**config.mk**
```make
export PLATFORM = sky130hd
export DESIGN_NAME = barrel_shift_arbiter_amisha_flat
export DESIGN_NICKNAME = d
export VERILOG_FILES = /design/src/rtl/barrel_shift_arbiter_amisha_if.sv /design/src/rtl/barrel_shift_arbiter_amisha.sv /design/src/flat_wrapper.sv
export SDC_FILE = /design/constraint.sdc
export NUM_CORES = 1
export LEC_CHECK = 0
export CORE_MARGIN = 10
export CORE_UTILIZATION = 41
export DETAILED_ROUTE_END_ITERATION = 10
export DONT_BUFFER_PORTS = 1
export SYNTH_ARGS = -nofsm -noshare
export SYNTH_HDL_FRONTEND = slang
export SYNTH_SLANG_ARGS = --single-unit
```
**constraint.sdc**
```tcl
create_clock -name clk_amisha -period 1.7 [get_ports clk_amisha]
set_input_delay 0.51 -clock clk_amisha [delete_from_list [all_inputs] [get_ports clk_amisha]]
set_output_delay 0.51 -clock clk_amisha [all_outputs]
set_load 0.02 [all_outputs]
```
**src/rtl/barrel_shift_arbiter_amisha_if.sv**
```systemverilog
// Request/response bundle between two shift requesters, the result consumer
// and the shared rotate sequencer.
interface barrel_shift_arbiter_amisha_if #(
    parameter int W  = 8,
    parameter int AW = 3
);
    logic          req0_valid_amisha;
    logic          req0_ready_amisha;
    logic [W-1:0]  req0_data_amisha;
    logic [AW-1:0] req0_amt_amisha;
    logic          req0_dir_amisha;

    logic          req1_valid_amisha;
    logic          req1_ready_amisha;
    logic [W-1:0]  req1_data_amisha;
    logic [AW-1:0] req1_amt_amisha;
    logic          req1_dir_amisha;

    logic          rsp_valid_amisha;
    logic          rsp_ready_amisha;
    logic [W-1:0]  rsp_data_amisha;
    logic          rsp_id_amisha;

    modport master (
        output req0_valid_amisha, req0_data_amisha, req0_amt_amisha, req0_dir_amisha,
        input  req0_ready_amisha,
        output req1_valid_amisha, req1_data_amisha, req1_amt_amisha, req1_dir_amisha,
        input  req1_ready_amisha,
        input  rsp_valid_amisha, rsp_data_amisha, rsp_id_amisha,
        output rsp_ready_amisha
    );

    modport slave (
        input  req0_valid_amisha, req0_data_amisha, req0_amt_amisha, req0_dir_amisha,
        output req0_ready_amisha,
        input  req1_valid_amisha, req1_data_amisha, req1_amt_amisha, req1_dir_amisha,
        output req1_ready_amisha,
        output rsp_valid_amisha, rsp_data_amisha, rsp_id_amisha,
        input  rsp_ready_amisha
    );
endinterface

```
**src/rtl/barrel_shift_arbiter_amisha.sv**
```systemverilog
// Round-robin arbiter feeding one shared W-bit rotator; one operation in flight,
// result returned with the requester id over a valid/ready response channel.
module barrel_shift_arbiter_amisha #(
    parameter int W  = 8,
    parameter int AW = 3
) (
    input  logic                          clk_amisha,
    input  logic                          reset_n_amisha,
    barrel_shift_arbiter_amisha_if.slave  bus,
    output logic                          busy_amisha
);

    typedef enum logic [1:0] {IDLE, EXEC, RESP} state_t;

    state_t        state, state_nxt;
    logic          last_grant;
    logic          grant_vld;
    logic          grant_id;
    logic          accept;
    logic          ready0;
    logic          ready1;

    logic [W-1:0]  op_data_p0;
    logic [AW-1:0] op_amt_p0;
    logic          op_dir_p0;
    logic          op_id_p0;

    logic [W-1:0]  rsp_data_p1;
    logic          rsp_id_p1;
    logic          vld_p1;

    // Left rotation is folded into a right rotation by (W - amt) mod W, which
    // is exactly the AW-bit two's complement negation of amt.
    function automatic logic [W-1:0] rotate(input logic [W-1:0] a,
                                            input logic [AW-1:0] amt,
                                            input logic dir);
        logic [AW-1:0]  r;
        logic [2*W-1:0] dbl;
        r   = dir ? (AW'(0) - amt) : amt;
        dbl = {a, a} >> r;
        return dbl[W-1:0];
    endfunction

    always_comb begin
        grant_vld = 1'b0;
        grant_id  = 1'b0;
        if (bus.req0_valid_amisha && bus.req1_valid_amisha) begin
            grant_vld = 1'b1;
            grant_id  = ~last_grant;
        end else if (bus.req0_valid_amisha) begin
            grant_vld = 1'b1;
            grant_id  = 1'b0;
        end else if (bus.req1_valid_amisha) begin
            grant_vld = 1'b1;
            grant_id  = 1'b1;
        end
    end

    // Readies are gated by reset so they read 0 while reset is held, even
    // though the state register already sits in IDLE.
    always_comb begin
        state_nxt = state;
        ready0    = 1'b0;
        ready1    = 1'b0;
        case (state)
            IDLE: begin
                if (grant_vld) begin
                    state_nxt = EXEC;
                    ready0    = ~grant_id & reset_n_amisha;
                    ready1    = grant_id & reset_n_amisha;
                end
            end
            EXEC: state_nxt = RESP;
            RESP: begin
                if (bus.rsp_ready_amisha) begin
                    state_nxt = IDLE;
                end
            end
            default: state_nxt = IDLE;
        endcase
    end

    assign accept = (state == IDLE) && grant_vld;

    always_ff @(posedge clk_amisha or negedge reset_n_amisha) begin
        if (!reset_n_amisha) begin
            state <= IDLE;
        end else begin
            state <= state_nxt;
        end
    end

    // Stage p0: operands captured on the accepting edge
    always_ff @(posedge clk_amisha or negedge reset_n_amisha) begin
        if (!reset_n_amisha) begin
            op_data_p0 <= '0;
            op_amt_p0  <= '0;
            op_dir_p0  <= 1'b0;
            op_id_p0   <= 1'b0;
        end else if (accept) begin
            op_id_p0 <= grant_id;
            if (grant_id) begin
                op_data_p0 <= bus.req1_data_amisha;
                op_amt_p0  <= bus.req1_amt_amisha;
                op_dir_p0  <= bus.req1_dir_amisha;
            end else begin
                op_data_p0 <= bus.req0_data_amisha;
                op_amt_p0  <= bus.req0_amt_amisha;
                op_dir_p0  <= bus.req0_dir_amisha;
            end
        end
    end

    // Stage p1: registered rotate result, held until the consumer takes it
    always_ff @(posedge clk_amisha or negedge reset_n_amisha) begin
        if (!reset_n_amisha) begin
            rsp_data_p1 <= '0;
            rsp_id_p1   <= 1'b0;
            vld_p1      <= 1'b0;
            last_grant  <= 1'b1;
        end else begin
            if (state == EXEC) begin
                rsp_data_p1 <= rotate(op_data_p0, op_amt_p0, op_dir_p0);
                rsp_id_p1   <= op_id_p0;
                vld_p1      <= 1'b1;
            end else if (state == RESP && bus.rsp_ready_amisha) begin
                vld_p1     <= 1'b0;
                last_grant <= rsp_id_p1;
            end
        end
    end

    assign bus.req0_ready_amisha = ready0;
    assign bus.req1_ready_amisha = ready1;
    assign bus.rsp_valid_amisha  = vld_p1;
    assign bus.rsp_data_amisha   = rsp_data_p1;
    assign bus.rsp_id_amisha     = rsp_id_p1;
    assign busy_amisha           = (state != IDLE);

endmodule

```
**src/flat_wrapper.sv**
```systemverilog
// flat-port wrapper written by rule: the top's interface ports become plain ports
module barrel_shift_arbiter_amisha_flat 
#(
    parameter int W  = 8,
    parameter int AW = 3
)
  (clk_amisha, reset_n_amisha, busy_amisha, bus_req0_valid_amisha, bus_req0_data_amisha, bus_req0_amt_amisha, bus_req0_dir_amisha, bus_req0_ready_amisha, bus_req1_valid_amisha, bus_req1_data_amisha, bus_req1_amt_amisha, bus_req1_dir_amisha, bus_req1_ready_amisha, bus_rsp_valid_amisha, bus_rsp_data_amisha, bus_rsp_id_amisha, bus_rsp_ready_amisha);
  barrel_shift_arbiter_amisha_if #(.W(W), .AW(AW)) bus_i ();
  input  logic clk_amisha;
  input  logic reset_n_amisha;
  output logic busy_amisha;
  input wire logic [$bits(bus_i.req0_valid_amisha)-1:0] bus_req0_valid_amisha;
  input wire logic [$bits(bus_i.req0_data_amisha)-1:0] bus_req0_data_amisha;
  input wire logic [$bits(bus_i.req0_amt_amisha)-1:0] bus_req0_amt_amisha;
  input wire logic [$bits(bus_i.req0_dir_amisha)-1:0] bus_req0_dir_amisha;
  output wire logic [$bits(bus_i.req0_ready_amisha)-1:0] bus_req0_ready_amisha;
  input wire logic [$bits(bus_i.req1_valid_amisha)-1:0] bus_req1_valid_amisha;
  input wire logic [$bits(bus_i.req1_data_amisha)-1:0] bus_req1_data_amisha;
  input wire logic [$bits(bus_i.req1_amt_amisha)-1:0] bus_req1_amt_amisha;
  input wire logic [$bits(bus_i.req1_dir_amisha)-1:0] bus_req1_dir_amisha;
  output wire logic [$bits(bus_i.req1_ready_amisha)-1:0] bus_req1_ready_amisha;
  output wire logic [$bits(bus_i.rsp_valid_amisha)-1:0] bus_rsp_valid_amisha;
  output wire logic [$bits(bus_i.rsp_data_amisha)-1:0] bus_rsp_data_amisha;
  output wire logic [$bits(bus_i.rsp_id_amisha)-1:0] bus_rsp_id_amisha;
  input wire logic [$bits(bus_i.rsp_ready_amisha)-1:0] bus_rsp_ready_amisha;
  assign bus_i.req0_valid_amisha = bus_req0_valid_amisha;
  assign bus_i.req0_data_amisha = bus_req0_data_amisha;
  assign bus_i.req0_amt_amisha = bus_req0_amt_amisha;
  assign bus_i.req0_dir_amisha = bus_req0_dir_amisha;
  assign bus_req0_ready_amisha = bus_i.req0_ready_amisha;
  assign bus_i.req1_valid_amisha = bus_req1_valid_amisha;
  assign bus_i.req1_data_amisha = bus_req1_data_amisha;
  assign bus_i.req1_amt_amisha = bus_req1_amt_amisha;
  assign bus_i.req1_dir_amisha = bus_req1_dir_amisha;
  assign bus_req1_ready_amisha = bus_i.req1_ready_amisha;
  assign bus_rsp_valid_amisha = bus_i.rsp_valid_amisha;
  assign bus_rsp_data_amisha = bus_i.rsp_data_amisha;
  assign bus_rsp_id_amisha = bus_i.rsp_id_amisha;
  assign bus_i.rsp_ready_amisha = bus_rsp_ready_amisha;
  barrel_shift_arbiter_amisha #(.W(W), .AW(AW)) u_core (.clk_amisha(clk_amisha), .reset_n_amisha(reset_n_amisha), .bus(bus_i), .busy_amisha(busy_amisha));
endmodule
```
## After elaboration in Yosys (flattened, before gate mapping)

Index checks and enable logic that the tools add are counted.

- Muxes and demuxes: 18
- Equality and inequality tests: 4
- Divide/modulo/power cells: 0
- Add/subtract/negate cells: 1
- Magnitude comparators: 0
- Shift operators: 1
- Multiply operators: 0
- Bitwise operators: 5
- Reductions and logical operators: 8

Operator list:

| kind | number |
|---|---|
| 16-bit by 3-bit >> shifter with 8-bit output | 1 |
| 1-bit 2-to-1 mux | 12 |
| 8-bit 2-to-1 mux | 1 |
| 3-bit 2-to-1 mux | 2 |
| 2-bit one-hot mux with 3 select lines | 1 |
| 2-bit 2-to-1 mux | 2 |
| 2-bit AND reduction | 2 |
| 2-bit nonzero test | 2 |
| 1-bit logical AND | 3 |
| 1-bit inverter | 3 |
| 1-bit by 3-bit subtractor with 3-bit output (first input constant) | 1 |
| 1-bit AND | 2 |
| 2-bit by 1-bit == test with 1-bit output (second input constant) | 1 |
| 2-bit == test (second input constant) | 1 |
| 2-bit logical NOT | 1 |
| 2-bit by 1-bit != test with 1-bit output (second input constant) | 1 |
| 2-bit != test (second input constant) | 1 |

- Input port bits: 29
- Memories kept: 0
- RAM bits: 0
- Output and inout bits: 13
- Bits in latches: 0
- Bits in read-only memories: 0
- Bits in registers: 26

## Logic depth before layout (Yosys ltp)

Gate-level depths: netlist of run 1.

- Depth in word-level cells: 7
- Mapped depth: 7
- Gate-level depth less buffers: 6

## Worst setup path after synthesis of run 1

OpenSTA, ideal clock, no wires.

- Path type: reg-to-output
- Start point: register u_core.state[0]
- End point: output port bus_req0_ready_amisha
- Data arrival time: 1.322 ns
- Slack: -0.132 ns
- Stages on the path, launching flop included: 7
- Buffers on the path: 2
- Data required time: 1.190 ns
- Cells stage by stage: dfrtp_1 nor2_2 o21a_1 buf_2 buf_4 nand2_1 nor2_1

- Longest elaborated chain between the ends: 2

RTL lines:

| element | RTL line | RTL |
|---|---|---|
| from (decl) | barrel_shift_arbiter_amisha.sv:15 | `state_t state, state_nxt;` |
| from (signal assigned) | barrel_shift_arbiter_amisha.sv:89 | `state <= state_nxt;` |
| 2-bit logical NOT | barrel_shift_arbiter_amisha.sv:65 | `case (state)` |
| 1-bit 2-to-1 mux | barrel_shift_arbiter_amisha.sv:65 |  |
| to (decl) | flat_wrapper.sv:16 | `output wire logic [$bits(bus_i.req0_ready_amisha)-1:0] bus_req0_ready_amisha;` |

No other way between the ends.

## Final worst setup path of run 1

Same ends and word-level chain as after synthesis.

==> results of run 1 <==
[power by group through the flow]
| stage | Clock (mW) | Combinational, mW | Sequential (mW) |
|---|---|---|---|
| floorplan | 0 | 1.53 | 1.32 |
| global placement | 0 | 1.72 | 1.39 |
| detailed placement | 0 | 1.78 | 1.40 |
| CTS | 0.405 | 1.89 | 1.39 |
| global route | 0.426 | 2.45 | 1.46 |
| finish | 0.391 | 2.21 | 1.40 |
[what timing repair did]
item | CTS | global route
pin swaps | 3 | 9
setup endpoints to repair | 4 | 10
gates resized for setup | 3 | 22
hold buffers | 1 | 0
hold endpoints to repair | 25 | 0
setup buffers | 4 | 2
[registers in the layout, indices dropped and copies added (netlist names)]
signal and flops:
u_core.bus.rsp_valid_amisha 1, u_core.op_amt_p0 3, u_core.op_dir_p0 1, u_core.op_id_p0 1
u_core.bus.rsp_data_amisha 8, u_core.state 2, u_core.bus.rsp_id_amisha 1, u_core.op_data_p0 8
u_core.last_grant 1
[final cells by class]
class	count	share of cell area
Clock buffer	4	0.03129
Multi-Input combinational cell	100	0.4844
Inverter	5	0.01067
Sequential cell	26	0.3713
Tap cell	46	0.03272
Timing Repair Buffer	13	0.06970
[cell usage in the layout, fill, tap and decap left out]
cell / instances
nand2_2: 1
mux4_2: 8
nor2_1: 12
inv_2: 2
mux2i_1: 12
o21ai_1: 2
dfrtp_2: 1
a21oi_1: 14
o21a_1: 1
xnor2_2: 1
clkbuf_8: 4
dfrtp_1: 24
nand2_1: 11
buf_4: 11
xor2_2: 1
inv_1: 3
a21boi_4: 1
mux2i_4: 1
nand3_1: 10
nand3b_1: 1
nor2b_1: 1
dfstp_2: 1
nand3_2: 14
buf_12: 2
mux2_2: 1
ha_4: 1
nor2_4: 2
nand2b_1: 3
and3_4: 1
o21ai_0: 1
[metal layers]
| metal | global-route usage | up-vias |
|---|---|---|
| li1 | - | 510 |
| met1 | 0.1234 | 516 |
| met2 | 0.1505 | 27 |
| met3 | 0.04343 | 2 |
| met4 | 0.03169 | 0 |
| met5 | 0 | - |
[final timing paths]
kind	slack, ps	endpoint	depth (start not counted)	start
min in group clk_amisha	340	u_core.state[1]	1	bus_rsp_ready_amisha
max	9	bus_req0_ready_amisha	4	u_core.state[0]
max in group asynchronous	1490	u_core.state[0]	1	reset_n_amisha
max reg2reg	30	u_core.bus.rsp_data_amisha[2]	6	u_core.op_amt_p0[0]
min reg2reg	540	u_core.op_id_p0	2	u_core.op_id_p0
min	50	u_core.bus.rsp_data_amisha[0]	1	reset_n_amisha
[worst register-to-register path: stages (launching register included)]
cell and delay (ps):
dfrtp_1 400, inv_2 90, ha_4 210, mux2i_4 280
mux4_2 400, nand3_2 100, nand3_2 80
[kinds of logic (layout without fill, tap and decap cells)]
group | after synthesis | after routing
xor gates and xnor gates | 2 | 2
and+or+nand+nor | 56 | 56
buffers and inverters | 13 | 22
adders and majority gates | 1 | 1
AOI/OAI and AO/OA | 19 | 19
muxes | 22 | 22
DFF | 26 | 26
==> metrics.yaml, run 1 <==
register_area_um2: 653.1
synth_common_cells: "25 x dfrtp_1, 24 x nand3_1, 14 x a21oi_1"
core_area_mm2: 0.003442
grt_pass1_wl_mm: 5.188
crit_top_cell: "nor2_4"
synth_most_common_cell: "dfrtp_1"
power_density_mw_per_mm2: 2275
finalNonFillerCells: 194
synth_edf_count: 0
clock_latency_ps: 260
nets: 179
slew_violations: 0
setup_viol: 0
critPathRequiredTime_ps: 1190
fin_area_mm2: 0.001759
first_pass_iters: 4
yosys_register_bits: 26
first_global_vias: 1076
totalWireLength_mm: 3.320
holdWs_ps: 48.50
power_frac_seq: 0.349
io_buffers: 0
clock_skew_ps: 2.816
synth_top_area_frac: 0.4184
crit_buf_inv: 0
root_buffer: "clkbuf_8"
clockPowerShare: 0.098
synthDistinctLibCells: 29
max_slew_margin: 0.6345
dp_hpwl_mm: 2.314
synth-compound-area-share: 0.07448
start_util: 0.4344
synth_cells: 139
wl_met3_um: 289
fin_tns_setup_ps: 0
irDropWorstVdd_uv: 729.4
synthAdderAreaFrac: 0.008368
post-place-cells: 183
synth_fp_nets: 169
area.growth.synth_to_final_pct: 17.66
synthArstFlopShare: 1.000
detail-route-antenna-nets: 0
diodes: 0
synth_top_family_by_area: "multiplexers"
fmax_ghz: 0.5913
gp_congestion: 0.7803
p_sw_frac: 0.4545
dpl_worst_slack_ps: 3.016
maxCapViolCount: 0
multi_input_area_um2: 852.1
dr_total_vias: 1055
wl_met2_mm: 1.604
h-tree-depth: 1
worstPathMaxFanout: 2
power_frac_comb: 0.553
grt_max_degree: 27
cts_tree: "built"
cp_top_family: "flip-flops"
die_h_um: 80.39
crit_chain: "nor2_4 -> o21a_1 -> nand2_2 -> nor2_4"
fin_crit_ps: 1691
top_level_ports: 42
clkTransAtPathRegs_ps: 90
p_leak_nw: 0.7424
yosysTopAreaCell: "dfrtp_1"
die_w_um: 80.39
hold_violations: 0
placed_cell_area_mm2: 0.001577
row_count: 21
p_sw_mw: 1.819
ys_warn_count: 0
grt_util_all_layers: 0.09936
n_fill_cell: 323
rsz0062_at_grt: "true"
p_int_mw: 2.183
slowest_delay_ps: 430
total_power_mw: 4.002
drive_gt1_frac: 0.3581
finalCoreUtilization: 0.5111
muxShareOfSynthArea: 0.2410
worstSetupPathType: "reg -> out"
first_iter_violations: 65
synth.area.top_cells: "dfrtp_1 42%, mux4_1 12%, mux2i_1 8.0%"
fin_crit_sh: 0.9948
ys_seq_area_frac: 0.4360
cp-start-kind: "flip-flop"
slowest_stage: "dfrtp_2"
setup_ws_ps: 8.807
synth-xor-area-share: 0.02176
syn_area_per_cell_um2: 10.76
antenna_found_initial: 0
tightest_slew_ps: 545.5
cts_made_buffers: 3
synth-simple-area-share: 0.1732
wl_met1_mm: 1.404
grt_overflow: 0
viasPerCell: 5.438
status: "finished, final reports clean"
crit_arrival_ps: 1180
wire_per_inst_um: 17.11
drc_errors: 0
hold_path.class: "in -> async"
ys.flop_type: "dfrtp_1"
dieArea_mm2: 0.006463
clk_path_buf_depth: 2
dr.max_layer_used: "met4"
clkSinkCount: 26
worst_setup_path_end_kind: "primary output"
netlist_area_mm2: 0.001495
Power figures use the tool's default switching activity.
==> run 2: changes to the inputs <==
--- a/config.mk
+++ b/config.mk
@@ -5,6 +5,7 @@
 export SDC_FILE = /design/constraint.sdc
 export NUM_CORES = 1
 export LEC_CHECK = 0
+export ABC_CLOCK_PERIOD_IN_PS = 1700
 export CORE_MARGIN = 10
 export CORE_UTILIZATION = 41
 export DETAILED_ROUTE_END_ITERATION = 10
@@ -12,3 +13,4 @@
 export SYNTH_ARGS = -nofsm -noshare
 export SYNTH_HDL_FRONTEND = slang
 export SYNTH_SLANG_ARGS = --single-unit
+export TNS_END_PERCENT = 20
==> metrics.yaml, run 2 (same netlist as run 1, synthesis figures left out) <==
placed_cell_area_mm2: 0.001564  # -0.79%
post-place-cells: 183  # unchanged
top_level_ports: 42  # unchanged
fin_crit_ps: 1711  # +19.90 ps
h-tree-depth: 1  # unchanged
drive_gt1_frac: 0.2466  # -0.1115
slowest_delay_ps: 430  # about the same
grt_overflow: 0  # unchanged
dp_hpwl_mm: 2.328  # +0.64%
cts_tree: "built"
die_w_um: 80.39  # unchanged
clkSinkCount: 26  # unchanged
cp_top_family: "flip-flops"
totalWireLength_mm: 3.133  # -5.6%
worstPathMaxFanout: 2  # unchanged
cp_num_cells: 4  # unchanged
slew_violations: 0  # unchanged
grt_max_degree: 27  # unchanged
register_area_um2: 653.1  # unchanged
crit_chain: "nor2_4 -> o21a_1 -> nand2_2 -> nor2_4"
clk_path_buf_depth: 2  # unchanged
cp-start-kind: "flip-flop"
grt_util_all_layers: 0.09231  # -0.007050
worst_setup_path_end_kind: "primary output"
root_buffer: "clkbuf_8"
finalNonFillerCells: 192  # -1.0%
area.growth.synth_to_final_pct: 12.55
worstSetupPathType: "reg -> out"
finalCoreUtilization: 0.4889  # -0.02217
antenna_found_initial: 0  # unchanged
drc_errors: 0  # unchanged
fmax_ghz: 0.5844  # -1.2%
slowest_stage: "dfrtp_2"
clock_latency_ps: 260  # about the same
tightest_slew_ps: 389.0  # -156.5 ps
max_slew_margin: 0.7394  # +0.1049
core_area_mm2: 0.003442  # unchanged
fin_crit_sh: 1.007  # +0.01171
cts_made_buffers: 3  # unchanged
start_util: 0.4344  # unchanged
layout_commonest_cell: "dfrtp_1"
wire_per_inst_um: 16.32  # -4.6%
setup_ws_ps: -11.10  # -19.90 ps
crit_arrival_ps: 1200  # +20 ps
p_leak_nw: 0.7199  # -3.0%
critPathRequiredTime_ps: 1190  # about the same
multi_input_area_um2: 803.3  # -5.7%
rsz0062_at_grt: "true"
first_iter_violations: 53  # -18%
nets: 177  # -1.1%
diodes: 0  # unchanged
status: "finished with violations"
first_pass_iters: 4  # unchanged
hold_path.class: "in -> async"
n_fill_cell: 338  # +4.6%
setup_viol: 1  # +1
crit_buf_inv: 0  # unchanged
fin_area_mm2: 0.001683  # -4.3%
final_cell_mix: "24 x dfrtp_1, 22 x nand3_1, 14 x a21oi_1, 12 x mux2i_1, 12 x nor2_1"
power_density_mw_per_mm2: 2216  # -2.6%
clock_skew_ps: 5.279  # +2.463 ps
irDropWorstVdd_uv: 669.2  # -8.3%
reg2regPathDepth: 6  # unchanged
first_global_vias: 1033  # -4.0%
dr_total_vias: 1015  # -3.8%
clkTransAtPathRegs_ps: 90  # about the same
row_count: 21  # unchanged
violations: "negative setup slack"
maxCapViolCount: 0  # unchanged
dieArea_mm2: 0.006463  # unchanged
die_h_um: 80.39  # unchanged
detail-route-antenna-nets: 0  # unchanged
grt_pass1_wl_mm: 4.836  # -6.8%
io_buffers: 0  # unchanged
crit_top_cell: "nor2_4"
viasPerCell: 5.286  # -2.8%
gp_congestion: 0.7851  # +0.62%
hold_violations: 0  # unchanged
-- run 2: changes by cell type in the layout (fill, tap and decap cells not counted) --
cell | before | now
nand3_1 | 10 | 22
nand3_2 | 14 | 2
mux4_1 | 0 | 3
mux4_2 | 8 | 5
buf_12 | 2 | 1
buf_4 | 11 | 10
-- run 2: metal layers --
| layer | wire length [um] | global-route usage | up-vias |
|---|---|---|---|
| met2 | 1456 | 0.1417 | 25 |
| met1 | 1389 | 0.1137 | 478 |
| met4 | 19 | 0.02641 | 0 |
| li1 | - | - | 510 |
| met5 | 0 | 0 | - |
| met3 | 268 | 0.04120 | 2 |
-- run 2: what timing repair did --
| item | 4_1_cts | 5_1_grt |
|---|---|---|
| hold endpoints to repair | 25 | 0 |
| hold buffers | 1 | 0 |
| setup buffers | 3 | 1 |
| pin swaps | 3 | 2 |
| gates resized for setup | 2 | 8 |
| endpoints found under the setup margin | 1 | 10 |
-- run 2: path summary, 6_finish.rpt --
kind	start	end	slack (ps)
setup / recovery	u_core.state[0]	bus_req0_ready_amisha	-10
hold / removal	reset_n_amisha	u_core.bus.rsp_valid_amisha	50
setup reg to reg	u_core.op_amt_p0[0]	u_core.bus.rsp_data_amisha[7]	50
hold reg to reg	u_core.op_id_p0	u_core.op_id_p0	530
max in group asynchronous	reset_n_amisha	u_core.state[0]	1500
min in group clk_amisha	bus_rsp_ready_amisha	u_core.state[1]	340
-- run 2: worst reg2reg max path: cells and delay by family, from the launching register on --
family | cells | cell delay [ps]
fa+ha+maj | 1 | 210
buf+inv | 1 | 90
flops | 1 | 390
mux | 2 | 670
simple gates | 2 | 180
-- run 2: area by class of cell --
class	instances	area share
Inverter	5	0.01115
Tap cell	46	0.03420
Sequential cell	26	0.3881
Multi-Input combinational cell	100	0.4773
Timing Repair Buffer	11	0.05651
Clock buffer	4	0.03271
-- run 2: through the flow --
| stage | power [mW] | worst slack [ps] | hold WS [ps] | setup TNS [ps] |
|---|---|---|---|---|
| final | 3.729 | -11.10 | 46.82 | -11.10 |
| after global routing | 4.047 | -76.36 | 40.90 | -155.8 |
| after CTS | 3.646 | -31.42 | 43.47 | -31.42 |
| after detailed placement | 3.159 | 25.25 | 215.4 | 0 |
| after global placement | 3.102 | 51.05 | 215.4 | 0 |
| after floorplan | 2.849 | -1.999 | 214.4 | -1.999 |
-- run 2: power by group --
group	internal [mW]	switching [mW]
Combinational	0.939	1.01
Sequential	0.945	0.448
Clock	0.207	0.184
